[src/rtl/tiered_cache_level_if.sv]
// Bundle of the upstream request/response and downstream memory signals of
// one cache level.
//   Requester drives: load, store, address, data_in, mem_data, mem_ready
//   Cache drives:     hit, miss, busy, data_out, mem_read, mem_write,
//                     mem_write_data
interface tiered_cache_level_if #(
    parameter int DATA_WIDTH = 32
);
    logic                  load;
    logic                  store;
    logic [31:0]           address;
    logic [DATA_WIDTH-1:0] data_in;
    logic [DATA_WIDTH-1:0] mem_data;
    logic                  mem_ready;
    logic                  hit;
    logic                  miss;
    logic                  mem_write;
    logic                  mem_read;
    logic                  busy;
    logic [DATA_WIDTH-1:0] data_out;
    logic [DATA_WIDTH-1:0] mem_write_data;

    modport master (
        output load, store, address, data_in, mem_data, mem_ready,
        input  hit, miss, mem_write, mem_read, busy, data_out,
               mem_write_data
    );

    modport slave (
        input  load, store, address, data_in, mem_data, mem_ready,
        output hit, miss, mem_write, mem_read, busy, data_out,
               mem_write_data
    );
endinterface

[src/rtl/tiered_cache_level.sv]
// Two-way set-associative, write-through, write-allocate cache level with
// one word per line; the same block serves as L1 or L2.
//   clk, rst_n : clock, asynchronous active-low reset
//   bus        : slave side of tiered_cache_level_if (requests, responses,
//                next-level read/write handshake)
module tiered_cache_level #(
    parameter int DATA_WIDTH = 32,
    parameter int SET_WIDTH  = 5
) (
    input  logic                clk,
    input  logic                rst_n,
    tiered_cache_level_if.slave bus
);
    localparam int SETS  = 1 << SET_WIDTH;
    localparam int TAG_W = 30 - SET_WIDTH;

    typedef enum logic [1:0] {
        IDLE,
        FETCH,
        WRITE
    } state_e;

    state_e                state_q, state_d;

    logic [SETS-1:0]       valid_q [2];
    logic [SETS-1:0]       valid_d [2];
    logic [SETS-1:0]       lru_q, lru_d;
    logic [TAG_W-1:0]      tag_q  [2][SETS];
    logic [DATA_WIDTH-1:0] data_q [2][SETS];

    logic [SET_WIDTH-1:0]  fill_idx_q, fill_idx_d;
    logic [TAG_W-1:0]      fill_tag_q, fill_tag_d;
    logic                  fill_way_q, fill_way_d;
    logic [DATA_WIDTH-1:0] data_out_q, data_out_d;
    logic [DATA_WIDTH-1:0] wdata_q, wdata_d;

    logic [SET_WIDTH-1:0]  idx;
    logic [TAG_W-1:0]      tag;
    logic                  hit0, hit1, any_hit, hit_way;
    logic                  victim_way, lookup;
    logic [DATA_WIDTH-1:0] hit_data;

    logic                  wr_en, wr_way;
    logic [SET_WIDTH-1:0]  wr_idx;
    logic [TAG_W-1:0]      wr_tag;
    logic [DATA_WIDTH-1:0] wr_data;

    // Word granularity: byte offset bits take no part in the lookup.
    logic unused_addr_bits;
    assign unused_addr_bits = ^bus.address[1:0];

    always_comb begin
        idx      = bus.address[SET_WIDTH+1:2];
        tag      = bus.address[31:SET_WIDTH+2];
        hit0     = valid_q[0][idx] && (tag_q[0][idx] == tag);
        hit1     = valid_q[1][idx] && (tag_q[1][idx] == tag);
        any_hit  = hit0 || hit1;
        hit_way  = hit1;
        hit_data = hit1 ? data_q[1][idx] : data_q[0][idx];
        // Invalid ways fill first, way0 before way1; otherwise LRU.
        if (!valid_q[0][idx])
            victim_way = 1'b0;
        else if (!valid_q[1][idx])
            victim_way = 1'b1;
        else
            victim_way = lru_q[idx];
        // rst_n gating keeps hit/miss low while reset is held.
        lookup = rst_n && (state_q == IDLE) && (bus.load || bus.store);
    end

    always_ff @(posedge clk or negedge rst_n) begin
        if (!rst_n)
            state_q <= IDLE;
        else
            state_q <= state_d;
    end

    always_comb begin
        state_d = state_q;
        unique case (state_q)
            IDLE: begin
                if (bus.store)
                    state_d = WRITE;
                else if (bus.load && !any_hit)
                    state_d = FETCH;
            end
            FETCH: if (bus.mem_ready) state_d = IDLE;
            WRITE: if (bus.mem_ready) state_d = IDLE;
            default: state_d = IDLE;
        endcase
    end

    always_comb begin
        bus.hit            = lookup && any_hit;
        bus.miss           = lookup && !any_hit;
        bus.mem_read       = (state_q == FETCH);
        bus.mem_write      = (state_q == WRITE);
        bus.busy           = (state_q != IDLE);
        bus.mem_write_data = wdata_q;
        if (lookup && bus.load && !bus.store && any_hit)
            bus.data_out = hit_data;
        else
            bus.data_out = data_out_q;
    end

    always_comb begin
        valid_d    = valid_q;
        lru_d      = lru_q;
        fill_idx_d = fill_idx_q;
        fill_tag_d = fill_tag_q;
        fill_way_d = fill_way_q;
        data_out_d = data_out_q;
        wdata_d    = wdata_q;
        wr_en      = 1'b0;
        wr_way     = 1'b0;
        wr_idx     = idx;
        wr_tag     = tag;
        wr_data    = bus.data_in;
        if (state_q == IDLE && bus.store) begin
            wr_en      = 1'b1;
            wr_way     = any_hit ? hit_way : victim_way;
            lru_d[idx] = ~wr_way;
            wdata_d    = bus.data_in;
        end else if (state_q == IDLE && bus.load) begin
            if (any_hit) begin
                lru_d[idx] = ~hit_way;
            end else begin
                fill_idx_d = idx;
                fill_tag_d = tag;
                fill_way_d = victim_way;
            end
        end else if (state_q == FETCH && bus.mem_ready) begin
            wr_en             = 1'b1;
            wr_way            = fill_way_q;
            wr_idx            = fill_idx_q;
            wr_tag            = fill_tag_q;
            wr_data           = bus.mem_data;
            lru_d[fill_idx_q] = ~fill_way_q;
            data_out_d        = bus.mem_data;
        end
        if (wr_en)
            valid_d[wr_way][wr_idx] = 1'b1;
    end

    always_ff @(posedge clk or negedge rst_n) begin
        if (!rst_n) begin
            valid_q[0] <= '0;
            valid_q[1] <= '0;
            lru_q      <= '0;
            fill_idx_q <= '0;
            fill_tag_q <= '0;
            fill_way_q <= 1'b0;
            data_out_q <= '0;
            wdata_q    <= '0;
        end else begin
            valid_q    <= valid_d;
            lru_q      <= lru_d;
            fill_idx_q <= fill_idx_d;
            fill_tag_q <= fill_tag_d;
            fill_way_q <= fill_way_d;
            data_out_q <= data_out_d;
            wdata_q    <= wdata_d;
        end
    end

    // Tag/data arrays need no reset: valid bits qualify every entry.
    always_ff @(posedge clk) begin
        if (wr_en) begin
            tag_q[wr_way][wr_idx]  <= wr_tag;
            data_q[wr_way][wr_idx] <= wr_data;
        end
    end
endmodule

[src/flat_wrapper.sv]
// flat-port wrapper written by rule: the top's interface ports become plain ports
module tiered_cache_level_flat 
#(
    parameter int DATA_WIDTH = 32,
    parameter int SET_WIDTH  = 5
)
  (clk, rst_n, bus_load, bus_store, bus_address, bus_data_in, bus_mem_data, bus_mem_ready, bus_hit, bus_miss, bus_mem_write, bus_mem_read, bus_busy, bus_data_out, bus_mem_write_data);
  tiered_cache_level_if #(.DATA_WIDTH(DATA_WIDTH)) bus_i ();
  input  logic clk;
  input  logic rst_n;
  input wire logic [$bits(bus_i.load)-1:0] bus_load;
  input wire logic [$bits(bus_i.store)-1:0] bus_store;
  input wire logic [$bits(bus_i.address)-1:0] bus_address;
  input wire logic [$bits(bus_i.data_in)-1:0] bus_data_in;
  input wire logic [$bits(bus_i.mem_data)-1:0] bus_mem_data;
  input wire logic [$bits(bus_i.mem_ready)-1:0] bus_mem_ready;
  output wire logic [$bits(bus_i.hit)-1:0] bus_hit;
  output wire logic [$bits(bus_i.miss)-1:0] bus_miss;
  output wire logic [$bits(bus_i.mem_write)-1:0] bus_mem_write;
  output wire logic [$bits(bus_i.mem_read)-1:0] bus_mem_read;
  output wire logic [$bits(bus_i.busy)-1:0] bus_busy;
  output wire logic [$bits(bus_i.data_out)-1:0] bus_data_out;
  output wire logic [$bits(bus_i.mem_write_data)-1:0] bus_mem_write_data;
  assign bus_i.load = bus_load;
  assign bus_i.store = bus_store;
  assign bus_i.address = bus_address;
  assign bus_i.data_in = bus_data_in;
  assign bus_i.mem_data = bus_mem_data;
  assign bus_i.mem_ready = bus_mem_ready;
  assign bus_hit = bus_i.hit;
  assign bus_miss = bus_i.miss;
  assign bus_mem_write = bus_i.mem_write;
  assign bus_mem_read = bus_i.mem_read;
  assign bus_busy = bus_i.busy;
  assign bus_data_out = bus_i.data_out;
  assign bus_mem_write_data = bus_i.mem_write_data;
  tiered_cache_level #(.DATA_WIDTH(DATA_WIDTH), .SET_WIDTH(SET_WIDTH)) u_core (.clk(clk), .rst_n(rst_n), .bus(bus_i));
endmodule
[config.mk]
export PLATFORM = sky130hd
export DESIGN_NAME = tiered_cache_level_flat
export DESIGN_NICKNAME = d
export VERILOG_FILES = /design/src/rtl/tiered_cache_level_if.sv /design/src/rtl/tiered_cache_level.sv /design/src/flat_wrapper.sv
export SDC_FILE = /design/constraint.sdc
export NUM_CORES = 2
export LEC_CHECK = 0
export CELL_PAD_IN_SITES_DETAIL_PLACEMENT = 1
export CELL_PAD_IN_SITES_GLOBAL_PLACEMENT = 1
export CORE_ASPECT_RATIO = 0.6
export CORE_UTILIZATION = 37
export CTS_BUF_LIST = sky130_fd_sc_hd__clkbuf_8
export CTS_CLUSTER_SIZE = 14
export DETAILED_ROUTE_END_ITERATION = 10
export PLACE_DENSITY_LB_ADDON = 0.1
export SYNTH_ARGS = -nofsm -noshare
export SYNTH_HDL_FRONTEND = slang
export SYNTH_SLANG_ARGS = --single-unit
export TNS_END_PERCENT = 10
[constraint.sdc]
create_clock -name clk -period 22.5 [get_ports clk]
set_input_delay 4.5 -clock clk [delete_from_list [all_inputs] [get_ports clk]]
set_output_delay 4.5 -clock clk [all_outputs]
set_load 0.01 [all_outputs]
==> impl_metrics.toml <==
[clock_network]
cts-resized-gates = 0
clock_tree.htree_level_count = 6
cts.reportedPaths.clkPinSlew_ns = 0.06
numCtsBuffers = 595
holdBufCountCts = 0
ctsRootBufferMaster = "clkbuf_8"
tritoncts = "yes"
clock-sinks = 3841
cts_post_setup_buffers_inserted = 0
clk_latency_ns = 1.13
cts_buffer_depth = 4

[global_route]
initial_antenna_violation_count = 35
largest_net_degree_at_the_start_of_global_routing = 123
grt-ovfl-total = 0
grt_first_pass_wirelength_um = 720000
gr-usage-all-layers = 0.258
vias_in_the_first_global_route = 83300

[detailed_routing]
avgViaCountPerCell = 5.92
drcViolationCount = 0
post_detailed_route_count_of_antenna_violating_nets = 0
drt_first_pass_iters = 6
detail_route.wirelength_um = 538000
wl_per_cell_um = 38.3
drt_iter0_drc = 10700
detailroute.via_count = 83100

[timing]
worst_clock_skew_ns = 0.0657
timing.final.crit_share = 0.746
grt_setup_unrepaired = "false"
fmaxAchievable_ghz = 0.0595
hold_ws_ns = 0.464
period_needed_ns = 16.80
maxSlewViolCount = 0
worst_pin_slew_ns = 1.37
report.final.hold_viol_count = 0
timing.max_slew.rel_slack = 0.0879
final-setup-viol-count = 0
timing.setup.tns_ns = 0
setup_ws_ns = 5.70

[yosys]
synth-edff-count = 3648
synth-compound-area-share = 0.0434
library_cells_used_by_synthesis = 79
synthCells = 7608
synth_top_family_by_area = "multiplexers"
syn_nets = 7712
synth.ff_latch_count = 3841
post_synth_mux_area_share = 0.142
asyncSetResetFlopFracSynth = 0.0502
post_synth_xor_area_fraction = 0.000647
postSynthAreaPerCell_um2 = 19.6
synthFlopType = "edfxtp_1"
yosys.area_share.simple = 0.0310
ys.warnings.count = 0
synth-adder-area-share = 0.000252
netlist_area_um2 = 149000
fraction_of_the_yosys_area_taken_by_sequential_cells = 0.768

[die]
core_area_um2 = 401000
die_h_um = 493
row_count = 180
floorplan.initialDensity = 0.372
top_level_ports = 170
fp.dieW_um = 821
dieArea_um2 = 405000

[finish]
syn_to_final_growth_pct = 13.3
layout.nets = 8358
multi_input_comb_area_um2 = 33100
filler_cell_count = 37700
ff_latch_area_um2 = 114000
proportion_of_layout_cells_with_a_drive_suffix_above_1 = 0.207

[worst_setup_path]
crit_path_max_incr_delay_ns = 0.84
worstPathArrival_ns = 12.30
timing.critical_path.cells = "buf_16, buf_12, buf_4, mux2i_1, o22ai_1, nor4_1, nand2_1, xnor2_1, nor4_1, nand4b_1, buf_4, buf_4, nor2_1, a21oi_1, mux2_2, clkdlybuf4s50_1"
critPathSlowestCell = "a21oi_1"
path_common_cell = "buf_4"
path_max_fanout = 104
critical_path_class = "input pin to output port"
worstPathRequired_ns = 18.00
critical_path.startpoint_type = "input pin"
cp-end-kind = "output port"

[job]
maxCapViolCount = 0

[status]
outcome = "complete, no violations"

[pwr]
power_leakage_uw = 0.0560
ir_drop_mv = 0.0489
total_power_uw = 15500
power_dens_cells_nw_per_um2 = 91.6

[worst_hold_path]
timing.hold.worst.class = "register to register"

[placement]
portBuffers = 167
place.gp.congestion = 0.822
dp_hpwl_um = 293000
pre_cts_ws_ns = 5.86
## through the flow
step	instance area, um2	utilization	std cells
finish	169000	0.421	14100
global route	169000	0.421	14000
CTS	169000	0.421	14000
detailed placement	159000	0.396	13000
global placement	159000	0.396	13000
floorplan	149000	-	7608
## path summary, 6_finish.rpt
check / start / cells past startpoint / to / slack (ns)
worst max-delay path: bus_address[2] / 16 / bus_data_out[15] / 5.70
worst min-delay path: u_core.valid_q[45]$_DFFE_PN0N_ / 1 / u_core.valid_q[45]$_DFFE_PN0N_ / 0.46
worst max register to register: u_core.tag_q[1][264]$_DFFE_PP_ / 14 / u_core.tag_q[1][114]$_DFFE_PP_ / 15.72
worst min register to register: u_core.valid_q[45]$_DFFE_PN0N_ / 1 / u_core.valid_q[45]$_DFFE_PN0N_ / 0.46
max in group asynchronous: rst_n / 4 / u_core.bus.mem_write_data[2]$_DFFE_PN0P_ / 16.68
min in group asynchronous: rst_n / 1 / u_core.fill_tag_q[1]$_DFFE_PN0P_ / 3.23
## registers in the layout (all words and copies together) (netlist names)
register / count
u_core.fill_idx_q: 5
u_core.fill_way_q: 1
u_core.data_q: 2048
u_core.lru_q: 32
u_core.bus.mem_write_data: 32
u_core.data_out_q: 32
u_core.valid_q: 64
u_core.fill_tag_q: 25
u_core.state_q: 2
u_core.tag_q: 1600
## routing by layer
metal / GRT usage / vias to the layer above / wire length, um
li1: - / 32800 / -
met2: 0.365 / 3670 / 225000
met3: 0.0465 / 649 / 41900
met4: 0.0635 / 2 / 13000
met5: 0.00279 / - / 162
met1: 0.411 / 46100 / 258000
## layout by cell type (no fill, tap or decap), types with 34 or more instances in the layout
master	count
edfxtp_1	3648
mux2i_1	796
clkbuf_8	612
mux4_2	547
o22ai_1	399
nand2_1	384
buf_4	307
a22oi_1	211
inv_1	209
dfrtp_1	193
clkdlybuf4s50_1	161
clkinv_1	139
nor4_1	91
nor2_1	75
a21oi_1	65
nand3_1	65
mux2_2	58
o21ai_0	47
nand4_1	45
and3_1	37
o21bai_1	37
nor2_4	35
nor3_2	34
## cell families after synthesis
group	after synthesis
muxes	1415
xor gates and xnor gates	11
adders and majority gates	3
and+or+nand+nor	936
AOI/OAI and AO/OA	949
DFF	3841
buffers and inverters	453
## synthesized netlist by cell type (14+ instances only)
library cell  number  area [um2]
a21o_1            17         128
a21oi_1           68         340
a221oi_1          20         175
a22o_1            23         201
a22oi_1          212        1590
a31o_2            29         254
a31oi_1           26         163
and3_1            38         238
buf_1             29         109
buf_2            154         771
buf_4             58         435
buf_6             21         236
clkbuf_1         181         679
dfrtp_1          193        4830
edfxtp_1        3648      110000
mux2_1            14         158
mux2_2            58         653
mux2i_1          796        7970
mux4_2           547       12300
nand2_1          411        1540
nand3_1           66         330
nand4_1           45         282
nand4b_1          16         140
nor2_1           110         413
nor3_1            55         275
nor4_1            98         613
o21ai_0           51         255
o21bai_1          37         278
o22ai_1          399        2500
## where the power goes
part	leakage (uW)	internal (uW)	switching [uW]
clock	0.00590	2540	2830
combinational	0.0148	519	1150
sequential	0.0353	8300	125
## critical path: cells and delay by family
| family | cells | cell delay, ns |
|---|---|---|
| buffers and inverters | 6 | 3.48 |
| AOI/OAI and AO/OA | 2 | 0.95 |
| muxes | 2 | 0.61 |
| xor gates and xnor gates | 1 | 0.77 |
| and+or+nand+nor | 5 | 1.42 |
## area by class of cell
type	count	area share
inverters	9	0.000200
well taps	5369	0.0398
clock buffers	612	0.0499
clock inverters	407	0.0106
flip-flops and latches	3841	0.678
diodes	9	0.000133
multi-input cells	3314	0.196
repair buffers	493	0.0258
No activity file was read; power rests on OpenSTA's default activity.
